--- config.mk ---
export PLATFORM = sky130hd
export DESIGN_NAME = instr_mem_loader
export DESIGN_NICKNAME = d
export VERILOG_FILES = /design/src/rtl/instr_mem_loader.sv
export SDC_FILE = /design/constraint.sdc
export NUM_CORES = 1
export LEC_CHECK = 0
export BUFFER_PORTS_ARGS = -buffer_cell sky130_fd_sc_hd__buf_2
export CAP_MARGIN = 0
export CORE_ASPECT_RATIO = 1.2
export CORE_MARGIN = 3
export CORE_UTILIZATION = 40
export DETAILED_ROUTE_END_ITERATION = 10
export PLACE_DENSITY_LB_ADDON = 0.15
export SETUP_SLACK_MARGIN = 0.05
export SYNTH_ARGS = -nofsm -noshare
export SYNTH_HDL_FRONTEND = slang
export SYNTH_SLANG_ARGS = --single-unit
export TNS_END_PERCENT = 10
--- constraint.sdc ---
create_clock -name clk -period 3.1 [get_ports clk]
set_input_delay 0.155 -clock clk [delete_from_list [all_inputs] [get_ports clk]]
set_output_delay 0.155 -clock clk [all_outputs]
set_load 0.02 [all_outputs]
--- src/rtl/instr_mem_loader.sv ---
// instr_mem_loader: program-load writer for the instruction memory.
// Packs a UART byte stream big-endian into NB_DATA-bit words and emits one
// write strobe per word. A load ends on HALT_WORD (which is still written)
// or when MAX_WORDS words have been written.
// Optional build macro LOADER_TIMEOUT_EN adds an inter-byte timeout that
// aborts the load after TIMEOUT_CYCLES idle cycles in LOAD.
module instr_mem_loader #(
  parameter int                 NB_DATA        = 32,
  parameter int                 NB_BYTE        = 8,
  parameter int                 MAX_WORDS      = 256,
  parameter logic [NB_DATA-1:0] HALT_WORD      = 32'hFFFFFFFF,
  parameter int                 TIMEOUT_CYCLES = 1000000
) (
  input  logic                             clk,
  input  logic                             i_rst_n,
  input  logic                             i_start,
  input  logic                             i_rx_valid,
  input  logic [NB_BYTE-1:0]               i_rx_data,
  output logic                             o_rx_ready,
  output logic                             o_we,
  output logic [NB_DATA-1:0]               o_instr_data,
  output logic [$clog2(MAX_WORDS+1)-1:0]   o_word_count,
  output logic                             o_busy,
  output logic                             o_done,
  output logic                             o_overflow,
  output logic                             o_timeout
);

  localparam int BYTES = NB_DATA / NB_BYTE;
  localparam int BC_W  = (BYTES > 1) ? $clog2(BYTES) : 1;
  localparam int ACC_W = NB_DATA - NB_BYTE;
  localparam int CNT_W = $clog2(MAX_WORDS + 1);

  typedef enum logic [1:0] {
    IDLE  = 2'd0,
    LOAD  = 2'd1,
    WRITE = 2'd2,
    DONE  = 2'd3
  } state_t;

  state_t            state;
  logic [BC_W-1:0]   byte_cnt_p0;
  logic [ACC_W-1:0]  word_p0;
  logic              byte_acc;
  logic              start_ok;
  logic              last_byte;
  logic [CNT_W-1:0]  count_inc;
  logic              tmo_hit;

  // Shift one more byte into the partial word (earliest byte ends up on top).
  function automatic logic [ACC_W-1:0] shift_in(input logic [ACC_W-1:0] acc,
                                                input logic [NB_BYTE-1:0] b);
    logic [NB_DATA-1:0] full;
    full = {acc, b};
    return full[ACC_W-1:0];
  endfunction

  // Complete a word: the partial accumulator holds the first BYTES-1 bytes.
  function automatic logic [NB_DATA-1:0] pack_word(input logic [ACC_W-1:0] acc,
                                                   input logic [NB_BYTE-1:0] b);
    return {acc, b};
  endfunction

  assign byte_acc  = i_rx_valid & o_rx_ready;
  assign start_ok  = i_start & ((state == IDLE) | (state == DONE));
  assign last_byte = (byte_cnt_p0 == BC_W'(BYTES - 1));
  assign count_inc = o_word_count + CNT_W'(1);

`ifdef LOADER_TIMEOUT_EN
  localparam int TMO_W = $clog2(TIMEOUT_CYCLES + 1);

  logic [TMO_W-1:0] tmo_cnt;
  logic             timeout_q;

  // The final idle cycle that reaches TIMEOUT_CYCLES aborts the load.
  assign tmo_hit   = (state == LOAD) && !byte_acc &&
                     (tmo_cnt == TMO_W'(TIMEOUT_CYCLES - 1));
  assign o_timeout = timeout_q;

  // Idle-cycle counter: runs only in LOAD, restarts on every accepted byte.
  always_ff @(posedge clk or negedge i_rst_n) begin
    if (!i_rst_n) begin
      tmo_cnt <= '0;
    end else if ((state != LOAD) || byte_acc) begin
      tmo_cnt <= '0;
    end else begin
      tmo_cnt <= tmo_cnt + TMO_W'(1);
    end
  end

  // Sticky timeout flag, cleared when a new load is started.
  always_ff @(posedge clk or negedge i_rst_n) begin
    if (!i_rst_n) begin
      timeout_q <= 1'b0;
    end else if (tmo_hit) begin
      timeout_q <= 1'b1;
    end else if (start_ok) begin
      timeout_q <= 1'b0;
    end
  end
`else
  assign tmo_hit   = 1'b0;
  assign o_timeout = 1'b0;
`endif

  // Load FSM with all handshake/status outputs registered alongside the state.
  always_ff @(posedge clk or negedge i_rst_n) begin
    if (!i_rst_n) begin
      state        <= IDLE;
      byte_cnt_p0  <= '0;
      word_p0      <= '0;
      o_rx_ready   <= 1'b0;
      o_we         <= 1'b0;
      o_instr_data <= '0;
      o_word_count <= '0;
      o_busy       <= 1'b0;
      o_done       <= 1'b0;
      o_overflow   <= 1'b0;
    end else begin
      o_we <= 1'b0;
      case (state)
        IDLE, DONE: begin
          if (start_ok) begin
            state        <= LOAD;
            byte_cnt_p0  <= '0;
            word_p0      <= '0;
            o_rx_ready   <= 1'b1;
            o_word_count <= '0;
            o_busy       <= 1'b1;
            o_done       <= 1'b0;
            o_overflow   <= 1'b0;
          end
        end

        LOAD: begin
          if (byte_acc) begin
            if (last_byte) begin
              state        <= WRITE;
              byte_cnt_p0  <= '0;
              o_rx_ready   <= 1'b0;
              o_we         <= 1'b1;
              o_instr_data <= pack_word(word_p0, i_rx_data);
            end else begin
              byte_cnt_p0 <= byte_cnt_p0 + BC_W'(1);
              word_p0     <= shift_in(word_p0, i_rx_data);
            end
          end else if (tmo_hit) begin
            // Abort: the partial word is dropped and nothing is written.
            state       <= DONE;
            byte_cnt_p0 <= '0;
            word_p0     <= '0;
            o_rx_ready  <= 1'b0;
            o_busy      <= 1'b0;
            o_done      <= 1'b1;
          end
        end

        WRITE: begin
          o_word_count <= count_inc;
          if (o_instr_data == HALT_WORD) begin
            state  <= DONE;
            o_busy <= 1'b0;
            o_done <= 1'b1;
          end else if (count_inc == CNT_W'(MAX_WORDS)) begin
            state      <= DONE;
            o_busy     <= 1'b0;
            o_done     <= 1'b1;
            o_overflow <= 1'b1;
          end else begin
            state      <= LOAD;
            o_rx_ready <= 1'b1;
          end
        end

        default: begin
          state <= IDLE;
        end
      endcase
    end
  end

endmodule
After elaboration in Yosys (flattened, before gate mapping)
Cells that the tools add are included.
{"block": "classes", "n_addsub": 2, "n_bitwise": 4, "n_reduce_logical": 12, "n_mux": 34, "eq_ne": 14}
{"operator": "2-to-1 mux 24 bit", "n": 3}
{"operator": "one-hot mux 24 bit (2 select lines)", "n": 1}
{"operator": "== test 32 bit (second input constant)", "n": 1}
{"operator": "one-hot mux 9 bit (2 select lines)", "n": 1}
{"operator": "2-to-1 mux 2 bit", "n": 8}
{"operator": "2-to-1 mux 1 bit", "n": 14}
{"operator": "inequality test 2 bit (second input constant)", "n": 7}
{"operator": "AND reduction 3 bit", "n": 4}
{"operator": "adder 9 x 1 -> 9 bit (second input constant)", "n": 1}
{"operator": "== test 9 bit (second input constant)", "n": 1}
{"operator": "2-to-1 mux 9 bit", "n": 1}
{"operator": "AND reduction 4 bit", "n": 2}
{"operator": "== test 2 bit (second input constant)", "n": 3}
{"operator": "one-hot mux 1 bit (2 select lines)", "n": 3}
{"operator": "one-hot mux 2 bit (3 select lines)", "n": 1}
{"operator": "AND reduction 5 bit", "n": 1}
{"operator": "one-hot mux 2 bit (2 select lines)", "n": 1}
{"operator": "nonzero test 2 bit", "n": 2}
{"operator": "inequality test 3 bit (second input constant)", "n": 1}
{"operator": "one-hot mux 1 bit (3 select lines)", "n": 1}
{"operator": "adder 2 x 1 -> 2 bit (second input constant)", "n": 1}
{"operator": "bitwise AND 1 bit", "n": 2}
{"operator": "== test 2 x 1 -> 1 bit (second input constant)", "n": 1}
{"operator": "zero test 2 bit", "n": 1}
{"operator": "4 further kinds", "n": 4}
{"block": "word_totals", "output_inout_bits": 47, "inputBits": 12, "regBits": 74, "word_cells": 76}

Depth between registers and ports, before layout
Gate-level depths: netlist (run 1).
{"block": "logic_depth", "ltp_word": 5, "depth_mapped": 8, "depth_no_buf": 7}

Worst setup path before layout (run 1)
No wires, ideal clock.
{"block": "synth_timing", "path_kind": "flip-flop to flip-flop", "from": "register state[0]", "to": "register word_p0[0]", "synth_period_minus_slack_ps": 1820, "arrival_time_ps": 1699, "path_stages_with_launch": 8, "required_time_ps": 2979, "setup_time_ps": 121, "path_slack_ps": 1280, "n_path_buf": 2, "path_cell_list": "dfrtp_1 -> inv_1 -> ha_1 -> nor2b_1 -> clkbuf_1 -> nor2_1 -> buf_2 -> a22o_1"}
{"block": "synth_via", "elab_chain_cells": 5, "word_cells_on_any_way": 12, "classes_between": "eq/ne (5); mux (1); bitwise (2); reduce/logical (4)"}
{"element": "start: declaration", "line": "41", "text": "state_t state;"}
{"element": "start signal: assignment", "line": "109", "text": "state <= IDLE;"}
{"element": "start signal: assignment", "line": "124", "text": "state <= LOAD;"}
{"element": "start signal: assignment", "line": "138", "text": "state <= WRITE;"}
{"element": "== test 2 bit / zero test 2 bit (equally long branches)", "line": "65, 121"}
{"element": "bitwise OR 1 bit", "line": "65", "text": "assign start_ok = i_start & ((state == IDLE) | (state == DONE));"}
{"element": "bitwise AND 1 bit", "line": "65"}
{"element": "inequality test 2 bit (no source line)"}
{"element": "AND reduction 4 bit (no source line)"}
{"element": "end signal: assignment", "line": "145", "text": "word_p0 <= shift_in(word_p0, i_rx_data);"}
{"element": "end: declaration", "line": "43", "text": "logic [ACC_W-1:0] word_p0;"}
Several ways; a longest one is shown, not always the timed one.
A chain may end at the register's enable or synchronous reset.

Worst setup path after layout (run 1)
{"block": "layout_timing", "from": "register state[1]", "to": "register o_instr_data[19]"}
{"block": "layout_via", "elab_chain_cells": 2}
{"element": "== test 2 x 1 -> 1 bit", "line": "121", "text": "case (state)"}
{"element": "AND reduction 3 bit (no source line)"}
{"element": "end signal: assignment", "line": "142", "text": "o_instr_data <= pack_word(word_p0, i_rx_data);"}
{"element": "end: declaration", "line": "21", "text": "output logic [NB_DATA-1:0] o_instr_data,"}
Every way passes these cells.

==> results.cfg, run 1 <==
[outcome]
status = completed

[sta]
setup_viol = 0
post-route-period-util = 0.7370
fmax_ghz = 0.4377
maxSlewHeadroom = 0.3325
tightestPinTransition_ns = 1.000
hold_viol_final = 0
grt_setup_unrepaired = no
skew_ns = 0.01009
holdWs_ns = 0.02816
finalSetupTns_ns = 0
period_minus_slack_ns = 2.285
maxSlewViolCount = 0

[die]
io_pins = 59
die_x_um = 87.07
dieArea_um2 = 8992
coreArea_um2 = 7445
start_util = 0.4237
rows = 34
die_h_um = 103.3

[cells_and_area]
area_growth_pct = 19.08
utilization = 0.5045
final_common_cell = nand2_1
final_cell_mix = 118 x nand2_1, 74 x dfrtp_1, 57 x buf_2
diodes = 0
fin_nets = 394
fill_cells = 719
drive_gt1_frac = 0.2100
multiInputGateArea_um2 = 1214
regArea_um2 = 1852

[min_path]
hp-class = input port to flip-flop
min_path_cells = 3
holdPathEnd = o_instr_data[3]
hp-start = i_rx_data[3]

[place]
hpwlAfterDp_mm = 4.686
place_congestion = 0.7720
port_buffers = 57

[power_and_ir_drop]
p_sw_frac = 0.3759
p_switching_uw = 1172
seq_power_share = 0.435
intPower_uw = 1946
pwr-share-comb = 0.304
power_density_nw_per_um2 = 830.2
peakVddDrop_v = 0.0004119
finalPower_uw = 3118
p_leak_uw = 0.002001
power_frac_clock = 0.261

[synthesis]
synth-async-reset-ratio = 1.000
synth_edf_count = 0
synth.yosys.warnings = 0
synth_top_area_share = 0.5871
synth_flop_cell = dfrtp_1
yosysUniqueCellTypes = 39
syn_area_um2 = 3154
synth_cells = 319
synthesis.nets = 336
yosys.area.top_type = dfrtp_1
ys_ff_latch = 74
synth_area_per_cell_um2 = 9.888
synth_top_cells_by_area = dfrtp_1 59%, nand2_1 14%, a22o_1 7.2%
yosysSeqAreaShare = 0.5871

[routing]
drtIter0Drc = 108
vias = 2443
wl_per_cell_um = 14.94
routed_wl_mm = 7.035
drc_errors = 0
antenna_left = 0
drtPass1Iterations = 4
vias_per_cell = 5.187

[cts]
post_cts_resized = 0
cts_tree = built
cts.clk_slew.worst_paths_ns = 0.08
cts.path.max_buffers = 2
cts_setup_buffers = 0
cts-htree-levels = 3
cts.sinks = 74
cts_buffers = 9
clock_tree.root_cell = clkbuf_8
clk_latency_ns = 0.34

[setup_path]
r2r-end = o_instr_data[19]
reg2reg_from = state[1]
r2r_cells = 7
rrSetupSlack_ns = 0.82
crit_arrival_ns = 2.56
worstPathRequired_ns = 3.37
worst-path-max-fanout = 33
start_kind = flip-flop
slowest_delay_ns = 0.77
worstSetupPathType = flip-flop to flip-flop
cpMaxStageDelayCell = inv_1
crit_path_end_kind = flip-flop
crit_chain = inv_1, ha_1, nand4_1, buf_4, inv_1, nand2_1, nand2_1

[grt]
grt_overflow = 0
grt_pass1_vias = 2338
grt_use_total = 0.1670
grt_max_degree = 42
antenna_found_initial = 0
grt_pass1_wl_mm = 11.79

[flow_run]
cap_violations = 0
## timing repair
item                                    CTS  global route
hold buffers                              1             0
endpoints found under the setup margin    0             0
hold endpoints to repair                 33             0
## registers in the layout, indices dropped and copies added, names as in the netlist
name,count
o_overflow,1
o_done,1
o_instr_data,32
o_word_count,9
state,2
o_rx_ready,1
o_we,1
o_busy,1
word_p0,24
byte_cnt_p0,2
## cell families (layout without fill, tap and decap cells)
group | count (synthesis) | after routing | synth area share
AOI/OAI and AO/OA | 55 | 55 | 0.1361
muxes | 4 | 4 | 0.01309
and+or+nand+nor | 158 | 158 | 0.2146
other | 1 | 1 | 0.001189
adders and majority gates | 5 | 5 | 0.01983
buffers and inverters | 22 | 84 | 0.02816
DFF | 74 | 74 | 0.5871
## routing by layer
layer	track usage	routed length, um	vias to the layer above
met5	0	0	-
met4	0.07554	128	0
met3	0.02139	290	12
met2	0.2425	3053	61
met1	0.2490	3563	1161
li1	-	-	1209
## critical path, delay by kind of cell (launching register included)
kind          cells  cell delay, ns
fa+ha+maj         1            0.32
simple gates      3            0.37
buf+inv           3            1.13
flops             1            0.39
## cell type report
class	count	share of cell area
Clock buffer	9	0.03298
Clock inverter	6	0.02398
Inverter	7	0.006995
Multi-Input combinational cell	223	0.3231
Sequential cell	74	0.4930
Tap cell	90	0.02998
Timing Repair Buffer	62	0.08994
## power by group through the flow
stage | Clock, uW | Combinational, uW | Sequential (uW)
finish | 814 | 949 | 1360
global route | 887 | 1060 | 1390
CTS | 836 | 957 | 1360
detailed placement | 0 | 951 | 1370
global placement | 0 | 939 | 1370
floorplan | 0 | 537 | 1460
## worst max-delay path by stage
stage / cells past startpoint / end / slack (ns) / start
5_1_grt: 7 / o_instr_data[22] / 0.60 / state[1]
2_1_floorplan: 7 / word_p0[0] / 1.28 / state[0]
3_5_place_dp: 7 / o_instr_data[19] / 0.81 / state[1]
4_1_cts: 7 / o_instr_data[19] / 0.79 / state[1]
3_3_place_gp: 7 / o_instr_data[28] / 0.88 / state[1]
6_report: 7 / o_instr_data[19] / 0.82 / state[1]
## cell usage after synthesis (all sizes together) (2+ instances only)
cell and instances:
nand2b 2, nand4 12, dfrtp 74, mux2i 3, buf 6, nand2 118
or4 2, clkbuf 9, inv 7, o21ai 11, ha 5, o211ai 2
a32o 2, a21o 2, nand3 5, a21oi 5, nor4 3, nor3 3
nor2 9, a22o 26
## per-stage QoR
step | instances | cell area (um^2) | setup slack [ns]
4_1_cts | 471 | 3756 | 0.7913
5_1_grt | 471 | 3756 | 0.5957
3_5_place_dp | 455 | 3532 | 0.8050
6_report | 471 | 3756 | 0.8154
3_3_place_gp | 455 | 3532 | 0.8783
2_1_floorplan | 319 | 3154 | 1.280
No activity file was read; power rests on OpenSTA's default activity.
==> run 2, diff against run 1 <==
clock period = 2.2 ns   (was 3.1 ns; I/O delays follow)
==> results.cfg, run 2 (synthesis gave the netlist of run 1 again) <==
[outcome]
status = completed

[cells_and_area]
diodes = 0
utilization = 0.5235
fill_cells = 686
final_cell_mix = 118 x nand2_1, 74 x dfrtp_1, 57 x buf_2
final_common_cell = nand2_1
regArea_um2 = 1852
regMostFlops = o_instr_data
multiInputGateArea_um2 = 1214
area_growth_pct = 23.56
top_regs = o_instr_data: 32 flops, word_p0: 24 flops, o_word_count: 9 flops
drive_gt1_frac = 0.2177
fin_nets = 407
largest_reg_flops = 32

[setup_path]
worstSetupPathType = flip-flop to flip-flop
crit_path_end_kind = flip-flop
cp-startpoint = state[0]
path_delay_family = flip-flops
slowest_delay_ns = 0.39
crit_arrival_ns = 2.04
worstPathRequired_ns = 2.43
crit_end = o_busy
crit_buf_inv = 3
r2r-end = o_busy
cpMaxStageDelayCell = dfrtp_1
rrSetupSlack_ns = 0.39
r2r_cells = 8
crit_chain = inv_1, ha_1, nor2b_1, buf_4, nor2_1, inv_1, nor2_1, a21o_1
worst-path-max-fanout = 9
cp_num_cells = 8
start_kind = flip-flop
reg2reg_from = state[0]

[die]
dieArea_um2 = 8992
rows = 34
coreArea_um2 = 7445
die_x_um = 87.07
start_util = 0.4237
die_h_um = 103.3
io_pins = 59

[routing]
drtIter0Drc = 125
vias = 2525
wl_per_cell_um = 14.39
routed_wl_mm = 6.981
drtPass1Iterations = 4
vias_per_cell = 5.206
antenna_left = 0
drc_errors = 0

[sta]
maxSlewHeadroom = 0.5521
post-route-period-util = 0.8221
hold_viol_final = 0
period_minus_slack_ns = 1.809
tightestPinTransition_ns = 0.6673
finalSetupTns_ns = 0
setup_viol = 0
grt_setup_unrepaired = no
fin_ws_ns = 0.3914
fmax_ghz = 0.5529
maxSlewViolCount = 0
skew_ns = 0.007947

[flow_run]
cap_violations = 0

[grt]
grt_use_total = 0.1693
grt_pass1_vias = 2439
grt_overflow = 0
antenna_found_initial = 0
grt_pass1_wl_mm = 11.94
grt_max_degree = 43

[power_and_ir_drop]
p_leak_uw = 0.002069
peakVddDrop_v = 0.0006676
power_density_nw_per_um2 = 1176

[cts]
clk_latency_ns = 0.34
cts_tree = built
clock_tree.root_cell = clkbuf_8
cts_buffers = 9
cts.path.max_buffers = 2
post_cts_resized = 0
cts.sinks = 74
cts_setup_buffers = 0
cts-htree-levels = 3
cts.clk_slew.worst_paths_ns = 0.08
postCtsHoldBufs = 9

[place]
port_buffers = 57
hpwlAfterDp_mm = 4.827
place_congestion = 0.7630
preCtsSetupSlack_ns = 0.4064

[min_path]
hp-class = input port to flip-flop
[run 2: cell count changes in the layout (fill, tap and decap cells not counted)]
cell,delta
clkinv_4,+2
buf_12,-1
bufinv_16,+1
inv_6,-2
clkinv_2,-1
buf_4,+6
inv_8,+1
dlygate4sd3_1,+8
[run 2: report_power, final]
part	leakage (uW)	total, uW	internal (uW)	switching [uW]
Clock	0.000122	1300	765	538
Combinational	0.000944	1370	483	889
Sequential	0.00100	1910	1650	255
[run 2: layer usage]
| metal | track usage | up-vias | share of wire |
|---|---|---|---|
| met1 | 0.2441 | 1220 | 0.51 |
| met3 | 0.03249 | 7 | 0.041 |
| met4 | 0.07434 | 0 | 0.011 |
| li1 | - | 1246 | - |
| met5 | 0 | - | 0 |
| met2 | 0.2490 | 52 | 0.44 |
[run 2: worst min path at each step]
stage | endpoint | cells past startpoint | from
6_report | o_overflow | 4 | i_start
5_1_grt | o_overflow | 4 | i_start
4_1_cts | o_overflow | 4 | i_start
3_5_place_dp | o_instr_data[18] | 2 | i_rst_n
3_3_place_gp | o_instr_data[18] | 2 | i_rst_n
2_1_floorplan | byte_cnt_p0[0] | 0 | i_rst_n
[run 2: tightest hold or removal path: stages]
cell and delay, ns:
buf_2 0.13, nand2_1 0.07, a21oi_1 0.06, nor2_1 0.10
[run 2: per-stage QoR]
step,std cells,total power [uW],hold slack [ns],instance area (um^2)
after global placement,460,3262,0.1809,3557
after floorplan,319,2821,-0.1856,3154
final,485,4582,0.1695,3897
after CTS,485,4615,0.1608,3897
after global routing,485,4884,0.1699,3897
after detailed placement,460,3289,0.1734,3557
[run 2: final cells by class]
| type | count | share of cell area |
|---|---|---|
| Clock buffer | 9 | 0.03178 |
| Clock inverter | 7 | 0.03242 |
| Inverter | 7 | 0.006742 |
| Multi-Input combinational cell | 223 | 0.3114 |
| Sequential cell | 74 | 0.4751 |
| Tap cell | 90 | 0.02889 |
| Timing Repair Buffer | 75 | 0.1136 |
==> run 3, diff against run 2 <==
clock period = 1.7 ns   (was 2.2 ns; I/O delays follow)
==> results.cfg, run 3 (synthesis gave the netlist of run 1 again) <==
[routing]
antenna_left = 0
vias = 2649
vias_per_cell = 5.164
drc_errors = 0
routed_wl_mm = 7.620
wl_per_cell_um = 14.85
drtIter0Drc = 162
drtPass1Iterations = 4

[setup_path]
worst-path-max-fanout = 4
rrSetupSlack_ns = 0.07
worstSetupPathType = flip-flop to flip-flop
start_kind = flip-flop
crit_arrival_ns = 1.87
crit_path_end_kind = flip-flop
worstPathRequired_ns = 1.95

[sta]
finalSetupTns_ns = 0
setup_viol = 0
fmax_ghz = 0.6149
skew_ns = 0.008242
maxSlewViolCount = 0
hold_viol_final = 0
period_minus_slack_ns = 1.626
grt_setup_unrepaired = yes
post-route-period-util = 0.9566

[power_and_ir_drop]
peakVddDrop_v = 0.0008634
power_density_nw_per_um2 = 1489
p_leak_uw = 0.002212

[cts]
cts_tree = built
cts.path.max_buffers = 2
cts.clk_slew.worst_paths_ns = 0.09
cts_buffers = 9
cts.sinks = 74
clk_latency_ns = 0.35
cts-htree-levels = 3
clock_tree.root_cell = clkbuf_8

[grt]
grt_pass1_vias = 2647
grt_pass1_wl_mm = 12.94
grt_max_degree = 75
grt_overflow = 0
antenna_found_initial = 0
grt_use_total = 0.1848

[die]
rows = 34
start_util = 0.4237
coreArea_um2 = 7445
die_x_um = 87.07
die_h_um = 103.3
io_pins = 59
dieArea_um2 = 8992

[cells_and_area]
final_cell_mix = 116 x nand2_1, 68 x dfrtp_1, 57 x buf_2
drive_gt1_frac = 0.3168
top_regs = o_instr_data: 32 flops, word_p0: 24 flops, o_word_count: 9 flops
area_growth_pct = 34.27
fin_nets = 435
post-route-cell-area_um2 = 4235
largest_reg_flops = 32
final_common_cell = nand2_1
diodes = 0
regMostFlops = o_instr_data

[outcome]
status = completed

[flow_run]
cap_violations = 0

[min_path]
hp-class = input port to flip-flop

[place]
placed_cell_area_um2 = 3731
place_congestion = 0.8436
port_buffers = 57
hpwlAfterDp_mm = 5.000
## run 3: cell count changes in the layout (fill, tap and decap cells not counted), moves of 4 or more
cell     before  now
dfrtp_1      74   68
dfrtp_2       0    6
buf_4         9   29
buf_12        0    4
inv_6         0    4
## run 3: report_power, final
part | leakage, uW | internal [uW] | switching [uW]
logic | 0.00113 | 1190 | 1390
clock network | 0.0000872 | 552 | 727
registers | 0.000994 | 2140 | 303
## run 3: final cells by class
cell class                 count  area, um^2
multi-input combinational    223        1295
clock inverter                 7       58.81
clock buffer                   9       123.9
sequential                    74        1859
tap                           90       112.6
inverter                       7       26.28
timing repair buffer         103       759.5
fill                         649        3209
## run 3: worst paths after layout
kind | to | startpoint | cells past startpoint
max reg2reg | o_busy | o_word_count[3] | 5
min in group asynchronous | o_instr_data[25] | i_rst_n | 3
min reg2reg | o_instr_data[26] | word_p0[18] | 2
max in group asynchronous | o_word_count[0] | i_rst_n | 3
min | o_overflow | i_start | 4
max | o_busy | o_word_count[3] | 5
## run 3: metrics by stage
step / cells / utilization / total power (uW) / hold WS, ns / setup WS (ns)
floorplan: 319 / - / 3700 / -0.2106 / 0.03602
global placement: 477 / 0.5012 / 4488 / 0.1507 / 0.05941
detailed placement: 477 / 0.5012 / 4530 / 0.1462 / -0.01806
CTS: 504 / 0.5412 / 5865 / 0.1145 / 0.03546
global route: 513 / 0.5689 / 6760 / 0.1577 / 0.006180
finish: 513 / 0.5689 / 6306 / 0.1385 / 0.07375
## run 3: layer usage
| layer | track usage | up-vias | routed length, um |
|---|---|---|---|
| met5 | 0 | - | 0 |
| met4 | 0.07794 | 0 | 151 |
| met3 | 0.03883 | 10 | 398 |
| met2 | 0.2794 | 64 | 3487 |
| met1 | 0.2590 | 1272 | 3583 |
| li1 | - | 1303 | - |
## run 3: what timing repair did
item,in CTS,in global routing
endpoints found under the setup margin,36,68
resized for setup,4,18
endpoints found under the hold margin,90,0
pin swaps,2,19
cloned,0,4
hold buffers,9,0
buffers inserted,2,5
## run 3: critical path, cell delays in order, from the launching register on
cell	delay [ns]
dfrtp_2	0.40
nand2_1	0.08
or4_4	0.53
a21oi_4	0.21
o21ai_1	0.11
a21o_1	0.19
